===== src/rtl/cpht_choice_table.sv =====
// Choice-predictor history table: ENTRIES saturating counters choosing between
// predictor 1 and predictor 2, with a registered lookup port, an update port and a GHR.
module cpht_choice_table #(
    parameter int unsigned ENTRIES   = 64,
    parameter int unsigned IDX_W     = 6,
    parameter int unsigned CTR_W     = 2,
    parameter int unsigned GHR_W     = 6,
    parameter int unsigned PC_W      = 32,
    parameter int unsigned HASH_MODE = 1
) (
    input  logic               clk,
    input  logic               reset,
    input  logic               lk_valid,
    input  logic [PC_W-1:0]    lk_pc,
    output logic               sel_valid,
    output logic               sel_p2,
    output logic               sel_strong,
    output logic [IDX_W-1:0]   sel_idx,
    input  logic               upd_valid,
    input  logic [IDX_W-1:0]   upd_idx,
    input  logic               upd_p1_res,
    input  logic               upd_p2_res,
    input  logic               ghr_push,
    input  logic               ghr_taken,
    input  logic               ghr_restore,
    input  logic [GHR_W-1:0]   ghr_restore_val,
    output logic [GHR_W-1:0]   ghr
);

    localparam logic [CTR_W-1:0] CTR_MAX = {CTR_W{1'b1}};

    logic [CTR_W-1:0] ctr_q [ENTRIES];
    logic [CTR_W-1:0] ctr_cur;
    logic [CTR_W-1:0] ctr_d;
    logic [CTR_W-1:0] lk_ctr;
    logic [GHR_W-1:0] ghr_q;
    logic [GHR_W-1:0] ghr_d;
    logic [GHR_W-1:0] ghr_shift;
    logic [IDX_W-1:0] ghr_ext;
    logic [IDX_W-1:0] lk_idx;
    logic             sel_valid_q;
    logic             sel_p2_q;
    logic             sel_strong_q;
    logic [IDX_W-1:0] sel_idx_q;
    logic             unused_pc;

    assign unused_pc = ^{lk_pc[PC_W-1:IDX_W+2], lk_pc[1:0]};

    generate
        if (GHR_W == 1) begin : g_ghr1
            assign ghr_shift = ghr_taken;
        end else begin : g_ghrn
            assign ghr_shift = {ghr_q[GHR_W-2:0], ghr_taken};
        end
    endgenerate

    always_comb begin
        ghr_ext = '0;
        ghr_ext[GHR_W-1:0] = ghr_q;
        if (HASH_MODE == 1) begin
            lk_idx = lk_pc[IDX_W+1:2] ^ ghr_ext;
        end else begin
            lk_idx = lk_pc[IDX_W+1:2];
        end
    end

    always_comb begin
        ctr_cur = ctr_q[upd_idx];
        ctr_d   = ctr_cur;
        if (upd_p2_res && !upd_p1_res && ctr_cur != CTR_MAX) begin
            ctr_d = ctr_cur + CTR_W'(1);
        end else if (upd_p1_res && !upd_p2_res && ctr_cur != '0) begin
            ctr_d = ctr_cur - CTR_W'(1);
        end
    end

    // A same-cycle update to the looked-up entry is forwarded so the lookup sees it.
    always_comb begin
        if (upd_valid && upd_idx == lk_idx) begin
            lk_ctr = ctr_d;
        end else begin
            lk_ctr = ctr_q[lk_idx];
        end
    end

    always_comb begin
        ghr_d = ghr_q;
        if (ghr_restore) begin
            ghr_d = ghr_restore_val;
        end else if (ghr_push) begin
            ghr_d = ghr_shift;
        end
    end

    always_ff @(posedge clk or posedge reset) begin
        if (reset) begin
            for (int unsigned i = 0; i < ENTRIES; i++) begin
                ctr_q[i] <= '0;
            end
        end else if (upd_valid) begin
            ctr_q[upd_idx] <= ctr_d;
        end
    end

    always_ff @(posedge clk or posedge reset) begin
        if (reset) begin
            ghr_q        <= '0;
            sel_valid_q  <= 1'b0;
            sel_p2_q     <= 1'b0;
            sel_strong_q <= 1'b0;
            sel_idx_q    <= '0;
        end else begin
            ghr_q       <= ghr_d;
            sel_valid_q <= lk_valid;
            if (lk_valid) begin
                sel_p2_q     <= lk_ctr[CTR_W-1];
                sel_strong_q <= (lk_ctr == '0) || (lk_ctr == CTR_MAX);
                sel_idx_q    <= lk_idx;
            end
        end
    end

    assign sel_valid  = sel_valid_q;
    assign sel_p2     = sel_p2_q;
    assign sel_strong = sel_strong_q;
    assign sel_idx    = sel_idx_q;
    assign ghr        = ghr_q;

endmodule


===== config.mk =====
export PLATFORM = sky130hd
export DESIGN_NAME = cpht_choice_table
export DESIGN_NICKNAME = d
export VERILOG_FILES = /design/src/rtl/cpht_choice_table.sv
export SDC_FILE = /design/constraint.sdc
export NUM_CORES = 1
export LEC_CHECK = 0
export CAP_MARGIN = 20
export CORE_UTILIZATION = 59
export CTS_CLUSTER_DIAMETER = 200
export DETAILED_ROUTE_END_ITERATION = 10
export PLACE_DENSITY = 0.86
export SLEW_MARGIN = 30
export SYNTH_ARGS = -nofsm -noshare
export SYNTH_HDL_FRONTEND = slang
export SYNTH_SLANG_ARGS = --single-unit

===== constraint.sdc =====
create_clock -name clk -period 6.17 [get_ports clk]
set_input_delay 0.617 -clock clk [delete_from_list [all_inputs] [get_ports clk]]
set_output_delay 0.617 -clock clk [all_outputs]
set_load 0.1 [all_outputs]

==> impl_results.md <==
* Clock root cell: clkbuf_16
* Syn Inst Count at 754
* Post-DP HPWL at between 15000 and 20000 um
* Commonest non-fill, non-tap cell in the layout: dfrtp_1
* Routability-driven placement congestion ratio at roughly 1
* Post-synthesis sequential area ratio at 0.4413
* Power Total at 3.145 mW
* Mapped Area at 0.008109 mm^2
* Routed wire length at between 20000 and 25000 um
* Seq cells post-synth at 143
* Rows at 42
* Sink Count at 143
* Port Buffer Count at 41
* Die W at around 120 um
* Setup TNS at 0 ps
* CTS Hold Bufs at 0
* Mapped Nets at 809
* Setup WS pre-CTS at approximately 900 ps
* # DRC at 0
* Initial core utilization at 0.6075
* I/O pin cnt at 68
* CORE AREA at 0.01335 mm^2
* Gate power share at 0.284
* Placed cell count at 940
* Worst-Margin Slew at between 1000 and 1500 ps
* Maxcap violations at 0
* Post-synth EDFFs at 0
* # H-tree levels at 4
* CTS clk-pin slew, worst paths at around 60 ps
* DRT Pass-1 Iters at 6
* Final Hold Viols at 0
* Post-layout net count at 838
* Remaining antenna violation count after routing at 0
* Synth Area per Inst at roughly 11 um^2
* Die Height at between 100 and 150 um
* CTS max path bufs at 2
* Total number of vias at between 6000 and 7000
* Setup crit start kind: input pin
* Non-filler instance count after layout at 971
* Fin util at 0.6939
* Share of layout cells above drive strength 1 at 0.2252
* DP Area at 0.008686 mm^2
* FMAX at 201.6 MHz
* Largest net degree at the start of global routing at 80
* Asr flop ratio synth at 1.000
* Grt total ovfl at 0
* Required time of the critical path at ~6500 ps
* WHS at approximately 510 ps
* Final setup fails at 0
* Min-Delay Path Class: flip-flop to flip-flop
* PnR worst setup slack at 1210 ps
* Cts bufs inserted at 17
* Most frequent cells in the layout: dfrtp_1, nand2_1, nor2_1, mux2_2, o21ai_0
* Clk_skew at 9.163 ps
* Netlist cell types at between 50 and 60
* RSZ-0062 raised after global routing: false
* Worst skew pair latency at 430 ps
* Pleak at slightly below 4 nW
* Most used flip-flop cell after synthesis: dfrtp_1
* All-Layer GR Usage at 0.3548
* Number of DRC markers in iteration 0 at 891
* Sw Ratio at 0.3421
* Maximum VDD drop at 0.1917 mV
* Psw at 1.076 mW
* TritonCTS clock tree: built
* Clk network pwr share at 0.311
* Final min period at approximately 5000 ps
* Worst EP arrival at ~5300 ps
* First-pass GRT wire length at 37670 um
* Vias in the first global route at 6939
* CTS resizes at 0
* Design area at 0.009261 mm^2
* Worst-path maximum fanout at 34
* CP Capture Type: flip-flop
* Final-report max-slew violation count at 0
* Synth-to-layout area growth at 14.21%
* PwrDens at 339.6 mW/mm^2
* Wire per inst at 24.26 um
* Die area at between 0.01 and 0.015 mm^2
* Vias/cell at 7.029
* Status: complete, no violations
* Post-CTS Setup Repair Bufs at 0
* Ys Warns at 0
* Ant. Diodes at 0
* P_int at between 2 and 2.5 mW
* Period utilisation layout at 0.8038
* Antenna violations before repair at 0
* Max-slew headroom at 0.3305
* Seq pwr share at 0.404
* Crit path kind: input pin to flip-flop
worst max-delay path, cell delays in order:
cell	delay, ps
clkdlybuf4s50_1	770
buf_4	330
mux4_2	540
and3_1	200
a311o_1	320
a211oi_2	270
nand4_1	250
inv_1	130
ha_1	170
nor2b_1	60
or2_2	290
o221ai_1	230
or2_2	640
buf_12	270
o21ai_0	120
logic make-up (layout without fill, tap and decap cells):
family                     count (synthesis)  count (layout)  share of synthesized area
muxes                                    143             143                     0.2480
adders and majority gates                  2               2                   0.003085
xor gates and xnor gates                  18              18                    0.01944
DFF                                      143             143                     0.4413
AOI/OAI and AO/OA                        162             162                     0.1279
buffers and inverters                     54              95                    0.03394
and+or+nand+nor                          232             232                     0.1264
Yosys cell counts (all sizes together), types with 2 or more instances:
cell type  number  area, um^2
clkbuf         17       63.81
a32oi           2       17.52
o2bb2ai         5       43.79
a211oi          7       57.55
xnor2          12       105.1
a22oi          15       112.6
a311oi          2       17.52
o211ai          5       37.54
and2            3       18.77
nand3          16       80.08
nor2           86       322.8
ha              2       25.02
mux2           81       923.4
or3b            2       17.52
nand3b          4       30.03
xor2            6       52.55
nand2          89       334.1
or2             2       12.51
nor3            2       10.01
a31oi           3       18.77
o22ai           7       43.79
and3            7       43.79
dfrtp         143        3578
buf            31       188.9
mux4           37       833.3
o21ai          47       235.2
a21oi          44       220.2
nor2b           9       56.30
a221o           4       40.04
nand2b          3       18.77
nor4            2       27.53
nand4           3       18.77
inv             6       22.52
a221oi         11       102.6
a22o            2       17.52
mux2i          25       254.0
per-layer routing:
| layer | global-route usage | wire length [um] | part of all wire |
|---|---|---|---|
| met4 | 0.1946 | 1292 | 0.055 |
| met2 | 0.5494 | 10940 | 0.46 |
| met3 | 0.1044 | 2868 | 0.12 |
| met5 | 0 | 0 | 0 |
| met1 | 0.4484 | 8458 | 0.36 |
path summary, 6_finish.rpt:
path,depth (start not counted),end,slack (ps),startpoint
max reg2reg,13,ctr_q[109],2150,ctr_q[3]
max,15,ctr_q[109],1210,upd_idx[1]
min reg2reg,2,ctr_q[43],510,ctr_q[43]
max in group asynchronous,3,ctr_q[37],4440,reset
min,2,ctr_q[43],510,ctr_q[43]
min in group asynchronous,2,ctr_q[20],630,reset
state kept, by name, indices dropped and copies added (netlist names):
name        cells
ghr             6
sel_valid       1
sel_p2          1
sel_idx         6
ctr_q         128
sel_strong      1
layout make-up:
cell class | count | area (um^2)
flip-flops and latches | 143 | 3578
repair buffers | 58 | 549.3
multi-input cells | 557 | 4325
well taps | 176 | 220.2
fillers | 927 | 4086
clock buffers | 22 | 474.2
inverters | 6 | 27.53
clock inverters | 9 | 86.33
power by group through the flow:
stage | Sequential, mW | Combinational [mW] | Clock, mW
2_1_floorplan | 1.33 | 0.547 | 0
3_3_place_gp | 1.26 | 0.842 | 0
3_5_place_dp | 1.28 | 0.870 | 0
4_1_cts | 1.26 | 0.880 | 0.982
5_1_grt | 1.29 | 0.948 | 1.02
6_report | 1.27 | 0.895 | 0.979
No activity file was read; power rests on OpenSTA's default activity.
